==> src/rtl/can_error_sequencer_if.sv <==
// Handshake/bus bundle for the CAN error sequencer.
// Sample-point inputs, frame status pulses and sequencer outputs.
interface can_error_sequencer_if;
  logic       SP;
  logic       RX;
  logic       ERROR;
  logic       TX_ROLE;
  logic       RX_OK;
  logic       TX_OK;
  logic       TX_BIT;
  logic       DEC_HOLD;
  logic       ERR_PASSIVE;
  logic       BUS_OFF;
  logic [8:0] TEC;
  logic [7:0] REC;

  modport master (
    output SP, RX, ERROR, TX_ROLE, RX_OK, TX_OK,
    input  TX_BIT, DEC_HOLD, ERR_PASSIVE, BUS_OFF, TEC, REC
  );

  modport slave (
    input  SP, RX, ERROR, TX_ROLE, RX_OK, TX_OK,
    output TX_BIT, DEC_HOLD, ERR_PASSIVE, BUS_OFF, TEC, REC
  );
endinterface

==> src/rtl/can_error_sequencer.sv <==
// CAN fault confinement and error-frame sequencer.
// Drives error flag/delimiter, holds decoder, keeps TEC/REC.
module can_error_sequencer #(
  parameter int FLAG_BITS  = 6,
  parameter int DELIM_BITS = 8,
  parameter int RECOV_SEQS = 128
) (
  input  logic clock,
  input  logic reset,
  can_error_sequencer_if.slave bus
);

  localparam int MAXB = (FLAG_BITS > DELIM_BITS) ? FLAG_BITS : DELIM_BITS;
  localparam int CW   = $clog2(MAXB + 1);

  typedef enum logic [2:0] {
    S_IDLE,
    S_FLAG,
    S_WAIT_DELIM,
    S_DELIM,
    S_BUS_OFF
  } state_e;

  state_e         state_q, state_d;
  logic [CW-1:0]  bit_cnt_q, bit_cnt_d;
  logic [3:0]     run_cnt_q, run_cnt_d;
  logic [7:0]     seq_cnt_q, seq_cnt_d;
  logic [8:0]     tec_q, tec_d;
  logic [7:0]     rec_q, rec_d;
  logic           tx_bit_q, tx_bit_d;
  logic           dec_hold_q, dec_hold_d;
  logic           err_hit;
  logic           passive_d;

  // Next state, counters and registered bus outputs.
  always_comb begin
    state_d   = state_q;
    bit_cnt_d = bit_cnt_q;
    run_cnt_d = run_cnt_q;
    seq_cnt_d = seq_cnt_q;
    tec_d     = tec_q;
    rec_d     = rec_q;
    err_hit   = 1'b0;

    unique case (state_q)
      S_IDLE: begin
        if (bus.SP && bus.ERROR) begin
          state_d   = S_FLAG;
          bit_cnt_d = '0;
          err_hit   = 1'b1;
        end
      end
      S_FLAG: begin
        if (bus.SP) begin
          if (bit_cnt_q == CW'(FLAG_BITS - 1)) begin
            state_d   = S_WAIT_DELIM;
            bit_cnt_d = '0;
          end else begin
            bit_cnt_d = bit_cnt_q + CW'(1);
          end
        end
      end
      S_WAIT_DELIM: begin
        if (bus.SP && bus.RX) begin
          state_d   = S_DELIM;
          bit_cnt_d = CW'(1);
        end
      end
      S_DELIM: begin
        if (bus.SP) begin
          if (bus.RX) begin
            if (bit_cnt_q == CW'(DELIM_BITS - 1)) begin
              state_d   = S_IDLE;
              bit_cnt_d = '0;
            end else begin
              bit_cnt_d = bit_cnt_q + CW'(1);
            end
          end else begin
            // dominant inside the delimiter is a form error
            state_d   = S_FLAG;
            bit_cnt_d = '0;
            err_hit   = 1'b1;
          end
        end
      end
      S_BUS_OFF: begin
        if (bus.SP) begin
          if (!bus.RX) begin
            run_cnt_d = '0;
          end else if (run_cnt_q == 4'd10) begin
            run_cnt_d = '0;
            if (seq_cnt_q == 8'(RECOV_SEQS - 1)) begin
              seq_cnt_d = '0;
              tec_d     = '0;
              rec_d     = '0;
              state_d   = S_IDLE;
            end else begin
              seq_cnt_d = seq_cnt_q + 8'd1;
            end
          end else begin
            run_cnt_d = run_cnt_q + 4'd1;
          end
        end
      end
      default: state_d = S_IDLE;
    endcase

    // an accepted error masks any decrement on the same clock
    if (err_hit) begin
      if (bus.TX_ROLE) begin
        tec_d = tec_q + 9'd8;
      end else if (rec_q != 8'hff) begin
        rec_d = rec_q + 8'd1;
      end
    end else if (state_q != S_BUS_OFF) begin
      if (bus.RX_OK) begin
        if (rec_q > 8'd127) begin
          rec_d = 8'd119;
        end else if (rec_q != 8'd0) begin
          rec_d = rec_q - 8'd1;
        end
      end
      if (bus.TX_OK && tec_q != 9'd0) begin
        tec_d = tec_q - 9'd1;
      end
    end

    if (state_q != S_BUS_OFF && tec_q > 9'd255) begin
      state_d   = S_BUS_OFF;
      bit_cnt_d = '0;
      run_cnt_d = '0;
      seq_cnt_d = '0;
    end

    // flag level follows the confinement state it will be sent under
    passive_d  = (tec_d > 9'd127) || (rec_d > 8'd127);
    tx_bit_d   = 1'b1;
    dec_hold_d = 1'b1;
    unique case (state_d)
      S_IDLE:  dec_hold_d = 1'b0;
      S_FLAG:  tx_bit_d   = passive_d;
      default: tx_bit_d   = 1'b1;
    endcase
  end

  // State and counter registers with synchronous active-low reset.
  always_ff @(posedge clock) begin
    if (!reset) begin
      state_q    <= S_IDLE;
      bit_cnt_q  <= '0;
      run_cnt_q  <= '0;
      seq_cnt_q  <= '0;
      tec_q      <= '0;
      rec_q      <= '0;
      tx_bit_q   <= 1'b1;
      dec_hold_q <= 1'b0;
    end else begin
      state_q    <= state_d;
      bit_cnt_q  <= bit_cnt_d;
      run_cnt_q  <= run_cnt_d;
      seq_cnt_q  <= seq_cnt_d;
      tec_q      <= tec_d;
      rec_q      <= rec_d;
      tx_bit_q   <= tx_bit_d;
      dec_hold_q <= dec_hold_d;
    end
  end

  assign bus.TX_BIT      = tx_bit_q;
  assign bus.DEC_HOLD    = dec_hold_q;
  assign bus.TEC         = tec_q;
  assign bus.REC         = rec_q;
  assign bus.BUS_OFF     = (state_q == S_BUS_OFF);
  assign bus.ERR_PASSIVE = ((tec_q > 9'd127) || (rec_q > 8'd127))
                           && (state_q != S_BUS_OFF);

endmodule
==> src/flat_wrapper.sv <==
// flat-port wrapper written by rule: the top's interface ports become plain ports
module can_error_sequencer_flat 
#(
  parameter int FLAG_BITS  = 6,
  parameter int DELIM_BITS = 8,
  parameter int RECOV_SEQS = 128
)
  (clock, reset, bus_SP, bus_RX, bus_ERROR, bus_TX_ROLE, bus_RX_OK, bus_TX_OK, bus_TX_BIT, bus_DEC_HOLD, bus_ERR_PASSIVE, bus_BUS_OFF, bus_TEC, bus_REC);
  can_error_sequencer_if bus_i ();
  input  logic clock;
  input  logic reset;
  input wire logic [$bits(bus_i.SP)-1:0] bus_SP;
  input wire logic [$bits(bus_i.RX)-1:0] bus_RX;
  input wire logic [$bits(bus_i.ERROR)-1:0] bus_ERROR;
  input wire logic [$bits(bus_i.TX_ROLE)-1:0] bus_TX_ROLE;
  input wire logic [$bits(bus_i.RX_OK)-1:0] bus_RX_OK;
  input wire logic [$bits(bus_i.TX_OK)-1:0] bus_TX_OK;
  output wire logic [$bits(bus_i.TX_BIT)-1:0] bus_TX_BIT;
  output wire logic [$bits(bus_i.DEC_HOLD)-1:0] bus_DEC_HOLD;
  output wire logic [$bits(bus_i.ERR_PASSIVE)-1:0] bus_ERR_PASSIVE;
  output wire logic [$bits(bus_i.BUS_OFF)-1:0] bus_BUS_OFF;
  output wire logic [$bits(bus_i.TEC)-1:0] bus_TEC;
  output wire logic [$bits(bus_i.REC)-1:0] bus_REC;
  assign bus_i.SP = bus_SP;
  assign bus_i.RX = bus_RX;
  assign bus_i.ERROR = bus_ERROR;
  assign bus_i.TX_ROLE = bus_TX_ROLE;
  assign bus_i.RX_OK = bus_RX_OK;
  assign bus_i.TX_OK = bus_TX_OK;
  assign bus_TX_BIT = bus_i.TX_BIT;
  assign bus_DEC_HOLD = bus_i.DEC_HOLD;
  assign bus_ERR_PASSIVE = bus_i.ERR_PASSIVE;
  assign bus_BUS_OFF = bus_i.BUS_OFF;
  assign bus_TEC = bus_i.TEC;
  assign bus_REC = bus_i.REC;
  can_error_sequencer #(.FLAG_BITS(FLAG_BITS), .DELIM_BITS(DELIM_BITS), .RECOV_SEQS(RECOV_SEQS)) u_core (.clock(clock), .reset(reset), .bus(bus_i));
endmodule
==> config.mk <==
export PLATFORM = sky130hd
export DESIGN_NAME = can_error_sequencer_flat
export DESIGN_NICKNAME = d
export VERILOG_FILES = /design/src/rtl/can_error_sequencer_if.sv /design/src/rtl/can_error_sequencer.sv /design/src/flat_wrapper.sv
export SDC_FILE = /design/constraint.sdc
export NUM_CORES = 1
export LEC_CHECK = 0
export CAP_MARGIN = 20
export CORE_MARGIN = 5
export CORE_UTILIZATION = 40
export CTS_CLUSTER_DIAMETER = 50
export DETAILED_ROUTE_END_ITERATION = 8
export DONT_BUFFER_PORTS = 1
export SLEW_MARGIN = 0
export SYNTH_ARGS = -nofsm -noshare
export SYNTH_HDL_FRONTEND = slang
export SYNTH_SLANG_ARGS = --single-unit
==> constraint.sdc <==
create_clock -name clock -period 2.42 [get_ports clock]
set_input_delay 0.363 -clock clock [delete_from_list [all_inputs] [get_ports clock]]
set_output_delay 0.363 -clock clock [all_outputs]
set_load 0.01 [all_outputs]
Word-level counts from Yosys, hierarchy flattened
Cells that the tools add are included.

Bits in registers: 38. Input bits: 8. Output and inout port bits: 21. Word-level logic and storage cells: 103.

$add $sub $neg: 7. Magnitude comparators: 5. Eq/ne operators: 15. Multiplexer cells: 50. Bitwise logic cells: 1. Reduce and logical (&&, ||, !) cells: 17.

Operators by type and width (count): 8-bit two-way mux (13); 9-bit two-way mux (9); 3-bit two-way mux (12); 4-bit two-way mux (9); 9-bit by 7-bit > comparator with 1-bit output, second input constant (2); 8-bit by 1-bit adder with 8-bit output, second input constant (2); 8-bit by 7-bit > comparator with 1-bit output, second input constant (2); 4-bit case mux with 4 select lines (1); 3-bit case mux with 5 select lines (1); 9-bit by 4-bit adder with 9-bit output, second input constant (1); 9-bit by 8-bit > comparator with 1-bit output, second input constant (1); 9-bit nonzero test (1); 9-bit by 1-bit subtractor with 9-bit output, second input constant (1); 4-bit by 1-bit adder with 4-bit output, second input constant (2); 4-bit by 3-bit == test with 1-bit output, second input constant (2); 8-bit by 7-bit == test with 1-bit output, second input constant (1); 8-bit != test, second input constant (1); 8-bit nonzero test (1); 8-bit by 1-bit subtractor with 8-bit output, second input constant (1); 3-bit by 1-bit == test with 1-bit output, second input constant (2); 3-bit by 2-bit == test with 1-bit output, second input constant (2); 3-bit zero test (2); 1-bit logical AND (5); 5-bit AND reduction (1); 13 further kinds (20).

Logic depth before layout (Yosys ltp)
Gate-level depths: netlist of run 1.

Depth in word-level cells: 13. Gate-level depth with buffers: 10. Gate-level depth less buffers: 8.

Least setup slack after synthesis of run 1
No wires, ideal clock.

Path type: register to register. Start: register u_core.run_cnt_q[0]. End: register u_core.tx_bit_q, in the netlist u_core.bus.TX_BIT. Library setup time: 0.134 ns. Arrival: 2.291 ns. Data required time: 2.286 ns. Setup slack: -0.006 ns. Cell stages (with the launch flop): 10. Buffers on the path: 1. Clock period less this slack: 2.426 ns. Cells stage by stage: dfxtp_1 inv_1 ha_1 nand3b_1 or4_4 or2_0 buf_6 and3_4 a211oi_2 or4b_1.

Cells in the longest elaborated chain, start to end: 12. Elaborated cells on any way between the ends: 30. Those cells by class: 2 x order compare; 2 x eq/ne; 24 x mux; 2 x reduce/logical.

RTL lines: start: declaration (RTL line can_error_sequencer.sv:26) `logic [3:0] run_cnt_q, run_cnt_d;`; start signal: assignment (RTL line can_error_sequencer.sv:160) `run_cnt_q <= run_cnt_d;`; 4-bit == test * (RTL line can_error_sequencer.sv:90) `end else if (run_cnt_q == 4'd10) begin`; 8-bit two-way mux (RTL line can_error_sequencer.sv:90); 8-bit two-way mux (RTL line can_error_sequencer.sv:88) `if (!bus.RX) begin`; 8-bit two-way mux (RTL line can_error_sequencer.sv:87) `if (bus.SP) begin`; 8-bit two-way mux (RTL line can_error_sequencer.sv:45) `unique case (state_q)`; 8-bit two-way mux (RTL line can_error_sequencer.sv:119) `end else if (rec_q != 8'd0) begin`; 8-bit two-way mux (RTL line can_error_sequencer.sv:117) `if (rec_q > 8'd127) begin`; 8-bit two-way mux (RTL line can_error_sequencer.sv:116) `if (bus.RX_OK) begin`; 8-bit two-way mux (RTL line can_error_sequencer.sv:115) `end else if (state_q != S_BUS_OFF) begin`; 8-bit two-way mux (RTL line can_error_sequencer.sv:109) `if (err_hit) begin`; 8-bit by 7-bit > comparator with 1-bit output (RTL line can_error_sequencer.sv:136) `passive_d = (tec_d > 9'd127) || (rec_d > 8'd127);`; 1-bit logical OR (RTL line can_error_sequencer.sv:136); end signal: assignment (RTL line can_error_sequencer.sv:164) `tx_bit_q <= tx_bit_d;`; end: declaration (RTL line can_error_sequencer.sv:30) `logic tx_bit_q, tx_bit_d;`.

Mark *: on every way between the ends. The rest lies on a longest branch, timed or not. A chain may end at the register's enable or synchronous reset.

Worst setup path after layout of run 1
Start: register u_core.seq_cnt_q[0]. End: register u_core.tx_bit_q, in the netlist u_core.bus.TX_BIT.

Cells in the longest elaborated chain, start to end: 13. Elaborated cells on any way between the ends: 33. Those cells by class: 2 x order compare; 2 x eq/ne; 27 x mux; 2 x reduce/logical.

RTL lines: start: declaration (RTL line can_error_sequencer.sv:27) `logic [7:0] seq_cnt_q, seq_cnt_d;`; start signal: assignment (RTL line can_error_sequencer.sv:161) `seq_cnt_q <= seq_cnt_d;`; 8-bit by 7-bit == test with 1-bit output * (RTL line can_error_sequencer.sv:92) `if (seq_cnt_q == 8'(RECOV_SEQS - 1)) begin`; 8-bit two-way mux (RTL line can_error_sequencer.sv:92); 8-bit two-way mux (RTL line can_error_sequencer.sv:90); 8-bit two-way mux (RTL line can_error_sequencer.sv:88); 8-bit two-way mux (RTL line can_error_sequencer.sv:87); 8-bit two-way mux (RTL line can_error_sequencer.sv:45); 8-bit two-way mux (RTL line can_error_sequencer.sv:119); 8-bit two-way mux (RTL line can_error_sequencer.sv:117); 8-bit two-way mux (RTL line can_error_sequencer.sv:116); 8-bit two-way mux (RTL line can_error_sequencer.sv:115); 8-bit two-way mux (RTL line can_error_sequencer.sv:109); 8-bit by 7-bit > comparator with 1-bit output (RTL line can_error_sequencer.sv:136); 1-bit logical OR (RTL line can_error_sequencer.sv:136).

Marked as above.

==> metrics.txt, run 1 <==
CP startpoint u_core.seq_cnt_q[0]; Syn Area/Cell 7.74 sq um; Clock Tree Root clkbuf_8; crit end category flop; Avg WL per Cell 16.4 microns; Top Ports 29; Critical Path Start Type flop; Post-synth EDFFs 0; Synth Register Bits 38; Worst R2R Path Depth 7; Synth warnings 0; RSZ-0062 raised after global routing true; placed inst area 2990 sq um; worst setup margin 0.0654 ns; crit path capture u_core.bus.TX_BIT; Relative slew margins 64.3%; vias post-DR 2686; commonest non-fill, non-tap cell in the layout buf_4; TritonRoute pass-1 iters 4; CTS tree built; first-pass GRT wire length 12300 microns; vias in the first global route 2454; die footprint 8430 sq um; Finished Core Util 48.8%; vias per std cell 5.97; total overflow reported by the global router 0; Area growth syn-to-layout 17.0%; Worst Hold Class input pin to flop; First DRT Iteration DRCs 145; crit path DAT 2.53 ns; share of cells above drive strength 1 19.0%; WS Path Type flop to flop; dpl hpwl 5350 microns; Clock Tree Buf Depth 2; placed cell count 441; # diodes 0; Synth area leaders dfxtp_1 28%, ha_1 6.5%, a21oi_1 4.3%, nand2_1 4.1%, nor2_1 3.8%; reg2reg end u_core.bus.TX_BIT; pre-CTS setup slack -0.0509 ns; IO buf count 0; count of cell types in the netlist 67; period utilization 97.3%; Clk pin slew, worst setup/hold paths 0.08 ns; Leakage 1.25 nW; CTS Hold Bufs 0; Post-Route WL 7380 microns; FP Rows 29; Die H 91.8 microns; Worst EP required 2.59 ns; most frequent cells in the layout 42 x buf_4, 35 x dfxtp_1, 29 x nand2_1; GRT Resource Usage Total 17.6%; initial antenna violation count 0; r2r setup slk 0.07 ns; synthesized netlist cell count 346; Core Area 6420 sq um; share of flip-flops with an asynchronous set or reset 0%; Worst Tran Pin Value 0.535 ns; # H-tree levels 2; remaining antenna violation count after routing 0; clk_skew 0.00407 ns; DRC 0; Crit Path Max Fanout 6; R2R Path Start u_core.seq_cnt_q[0]; CTS buffer count 5; sequential area share after synthesis 28.4%; Worst IR Drop VDD 0.590 mV; Cell Pwr Density 1030 nW/um^2; Period minus WS final 2.35 ns; commonest register cell after synthesis dfxtp_1; non-filler cells, final 450; Max Cap Viol 0; post-synth top area cell dfxtp_1; final hold violations 0; status completed; Clk Latency, worst-skew pair 0.30 ns; GPL Wtd Cong 0.889; largest net degree at the start of global routing 15; Finished Cell Area 3130 sq um; Slew Viols, Final 0; syn nets 368; clk sink count 38; fmax 0.425 GHz; Die Wd 91.8 microns; Synth Cell Area 2680 sq um; post-synth top area share 28.4%; Pwr Total 3.23 mW; layout net count 394; Setup-failing EPs final 0; Initial Util 41.7%
-- critical path: stages (launching register included) --
cell and delay, ns:
dfxtp_2 0.36, ha_4 0.14, nand3b_1 0.08, or4_4 0.52
or2_4 0.28, and3_4 0.16, a211oi_4 0.24, or4b_1 0.46
-- per-stage QoR --
stage | setup TNS, ns | hold slack (ns)
after CTS | 0 | 0.177
after global routing | -0.0193 | 0.178
final | 0 | 0.185
after global placement | 0 | 0.472
after floorplan | 0 | 0.453
after detailed placement | -0.0509 | 0.485
-- synth_stat cells, drive strengths merged, types with 3 or more instances --
cell type / n
nor2: 27
nor3b: 4
mux2i: 8
or3b: 3
a211oi: 6
xnor2: 6
nand4: 8
nor4: 3
nand3: 14
nor2b: 6
dfxtp: 38
o21ai: 19
a311oi: 3
ha: 14
clkbuf: 21
o31ai: 3
nand2: 29
and2: 6
inv: 16
or3: 5
a21oi: 23
or4: 4
o32ai: 3
nand2b: 3
o211ai: 4
a31oi: 4
and3: 10
xor2: 4
nor3: 14
-- power breakdown --
| part | internal (mW) | switching [mW] |
|---|---|---|
| clock network | 0.230 | 0.256 |
| logic | 0.817 | 1.00 |
| registers | 0.766 | 0.162 |
| total | 1.81 | 1.42 |
-- area by class of cell --
cell class              count  area [sq um]
clock inverters             2          12.5
well taps                  77          96.3
flip-flops and latches     38           764
repair buffers             42           315
clock buffers               6          82.6
fillers                   653          3290
inverters                  16          60.1
multi-input cells         269          1800
-- logic make-up after synthesis --
logic type,Yosys count,share of synthesized area (%)
AOI/OAI and AO/OA,85,21.0
xor gates and xnor gates,10,3.27
buffers and inverters,39,5.79
muxes,10,3.83
and+or+nand+nor,150,31.2
DFF,38,28.4
adders and majority gates,14,6.54
-- what timing repair did --
action,in CTS,in global routing
setup endpoints to repair,1,2
setup buffers,0,1
gates resized for setup,3,9
-- registers in the layout, indices dropped and copies added (netlist names) --
name / count
u_core.bus.TEC: 9
u_core.bus.REC: 8
u_core.seq_cnt_q: 8
u_core.bit_cnt_q: 4
u_core.run_cnt_q: 4
u_core.state_q: 3
u_core.bus.DEC_HOLD: 1
u_core.bus.TX_BIT: 1
-- layer usage --
metal / GRT usage (%) / part of all wire [%]
met2: 27.8 / 46
met1: 24.3 / 46
met4: 6.19 / 1.7
met5: 0 / 0
met3: 2.86 / 6.4
-- worst min-delay path by stage --
stage | end | slack, ns | start | cells after the start
floorplan | u_core.seq_cnt_q[7] | 0.45 | u_core.seq_cnt_q[7] | 2
global placement | u_core.seq_cnt_q[7] | 0.47 | u_core.seq_cnt_q[7] | 2
detailed placement | u_core.seq_cnt_q[7] | 0.48 | u_core.seq_cnt_q[7] | 2
CTS | u_core.bus.REC[0] | 0.18 | reset | 1
global route | u_core.state_q[1] | 0.18 | reset | 1
finish | u_core.state_q[1] | 0.19 | reset | 1
(Power assumes the default switching activity.)
==> run 2: changes to the inputs <==
--- a/config.mk
+++ b/config.mk
@@ -11,7 +11,10 @@
 export CTS_CLUSTER_DIAMETER = 50
 export DETAILED_ROUTE_END_ITERATION = 8
 export DONT_BUFFER_PORTS = 1
+export PLACE_DENSITY = 0.67
+export SETUP_SLACK_MARGIN = 0.3
 export SLEW_MARGIN = 0
 export SYNTH_ARGS = -nofsm -noshare
 export SYNTH_HDL_FRONTEND = slang
 export SYNTH_SLANG_ARGS = --single-unit
+export TNS_END_PERCENT = 100
==> metrics.txt, run 2 (same netlist as run 1, synthesis figures left out) <==
status completed; Clk pin slew, worst setup/hold paths 0.09 ns (about the same); Avg WL per Cell 16.1 microns (-2.0%); Worst Tran Pin Value 0.525 ns (-0.0101 ns); vias post-DR 2683 (-0.11%); Worst EP required 2.60 ns (about the same); Clock Tree Buf Depth 2 (unchanged); Slew Viols, Final 0 (unchanged); period utilization 97.0% (-0.26 points); Worst R2R Path Depth 7 (unchanged); placed cell count 436 (-1.1%); Period minus WS final 2.35 ns (-0.00634 ns); CTS buffer count 5 (unchanged); dpl hpwl 5260 microns (-1.8%); final hold violations 0 (unchanged); clk_skew 0.0168 ns (+0.0127 ns); Die H 91.8 microns (unchanged); R2R Path Start u_core.seq_cnt_q[1]; CP startpoint u_core.seq_cnt_q[1]; Crit Path Max Fanout 6 (unchanged); Core Area 6420 sq um (unchanged); share of cells above drive strength 1 23.1% (+4.1 points); Comb power frac 55.5% (-0.8 points); IO buf count 0 (unchanged); max reg flops 9 (unchanged); Switching Share 42.9% (-0.99 points); First DRT Iteration DRCs 162 (+12%); FP Rows 29 (unchanged); initial antenna violation count 0 (unchanged); CTS Hold Bufs 0 (unchanged); # H-tree levels 2 (unchanged); CTS tree built; fmax 0.426 GHz (+0.27%); # diodes 0 (unchanged); Die Wd 91.8 microns (unchanged); remaining antenna violation count after routing 0 (unchanged); Post-Route WL 7280 microns (-1.3%); Finished Core Util 50.8% (+2.0 points); worst-path cell chain ha_4 -> nand3b_1 -> or4_4 -> or2_4 -> and3_4 -> a211oi_4 -> or4b_4; Clk Latency, worst-skew pair 0.31 ns (about the same); Int Pwr 1.94 mW (+7.0%); Worst Hold Class input pin to flop; CP max stage delay 0.51 ns (about the same); total overflow reported by the global router 0 (unchanged); Initial Util 41.7% (unchanged); crit end category flop; RSZ-0062 raised after global routing true; die footprint 8430 sq um (unchanged); Relative slew margins 65.0% (+0.67 points); GRT Resource Usage Total 17.5% (-0.13 points); WS Path Type flop to flop; vias per std cell 5.92 (-0.77%); net switching power 1.46 mW (+2.8%); Cell Pwr Density 1040 nW/um^2 (+0.99%); critical-path cell with the highest stage delay or4_4; crit path DAT 2.52 ns (about the same); first-pass GRT wire length 12100 microns (-1.1%); Seq pwr share 28.3% (-0.4 points); hold worst-path end u_core.state_q[1]; Worst Hold Launch reset; non-filler cells, final 453 (+0.67%); reg2reg end u_core.bus.TX_BIT; Clock Tree Root clkbuf_8; Top Ports 29 (unchanged); vias in the first global route 2546 (+3.7%); Worst IR Drop VDD 0.519 mV (-12%); most frequent cells in the layout 41 x buf_4, 33 x dfxtp_1, 28 x nand2_1; Max Cap Viol 0 (unchanged); Leakage 1.30 nW (+4.3%); worst hold stages 1 (unchanged); TritonRoute pass-1 iters 5 (+1); largest net degree at the start of global routing 17 (+2); Critical Path Start Type flop; clk sink count 38 (unchanged); commonest non-fill, non-tap cell in the layout buf_4; layout net count 397 (+0.76%); Area growth syn-to-layout 21.8%; GPL Wtd Cong 0.861 (-3.1%); r2r setup slk 0.07 ns (about the same); Clock power frac 16.2% (+1.2 points); DRC 0 (unchanged); Setup-failing EPs final 0 (unchanged)
-- run 2: cell count changes in the layout (fill, tap and decap cells not counted), moves of 2 or more --
| cell | before | now |
|---|---|---|
| dfxtp_1 | 35 | 33 |
| a41oi_2 | 0 | 2 |
| dfxtp_2 | 3 | 5 |
| a41oi_1 | 2 | 0 |
| buf_6 | 0 | 4 |
-- run 2: layer usage --
metal	GRT usage, %	vias to the layer above	wire, microns	part of all wire (%)
li1	-	1325	-	-
met4	7.92	0	154	2.1
met5	0	-	0	0
met1	22.5	1249	3180	44
met2	27.9	91	3510	48
met3	3.76	18	435	6.0
-- run 2: power by group through the flow --
stage	clock, mW	combinational [mW]	sequential, mW
final	0.551	1.88	0.963
after global routing	0.591	2.08	0.990
after CTS	0.560	1.83	0.958
after detailed placement	0	1.74	0.965
after global placement	0	1.72	0.963
after floorplan	0	1.21	0.962
-- run 2: how the worst max path moves through the flow --
stage	to	slack [ns]	depth (start not counted)
after global routing	u_core.bus.TX_BIT	-0.0005	7
final	u_core.bus.TX_BIT	0.07	7
after global placement	u_core.bus.TX_BIT	0.05	8
after floorplan	u_core.bus.TX_BIT	0.10	8
after detailed placement	u_core.bus.TX_BIT	-0.07	8
after CTS	u_core.bus.TX_BIT	0.09	8
-- run 2: layout make-up --
class	instances	area, sq um
fillers	609	3160
inverters	16	60.1
repair buffers	45	353
multi-input cells	269	1880
clock buffers	5	68.8
well taps	77	96.3
flip-flops and latches	38	767
clock inverters	3	40.0
-- run 2: worst max-delay path: cells and delay by family, from the launching register on --
kind            cells  cell delay, ns
flops               1            0.35
compound gates      1            0.22
simple gates        5            1.52
fa+ha+maj           1            0.13
-- run 2: timing repair --
action                                  in CTS  in global routing
endpoints found under the setup margin       8                 13
resized for setup                           17                  9
buffers inserted                             7                  2
pin swaps                                   13                  5
gates cloned                                 0                  0
-- run 2: per-stage QoR --
| stage | hold WS (ns) | setup TNS (ns) | setup WS, ns | area (sq um) | power (mW) |
|---|---|---|---|---|---|
| final | 0.175 | 0 | 0.0718 | 3260 | 3.40 |
| after global routing | 0.166 | -0.000511 | -0.000511 | 3260 | 3.66 |
| after detailed placement | 0.478 | -0.0722 | -0.0722 | 2980 | 2.71 |
| after global placement | 0.475 | 0 | 0.0468 | 2980 | 2.69 |
| after floorplan | 0.453 | 0 | 0.104 | 2710 | 2.17 |
| after CTS | 0.171 | 0 | 0.0865 | 3200 | 3.35 |
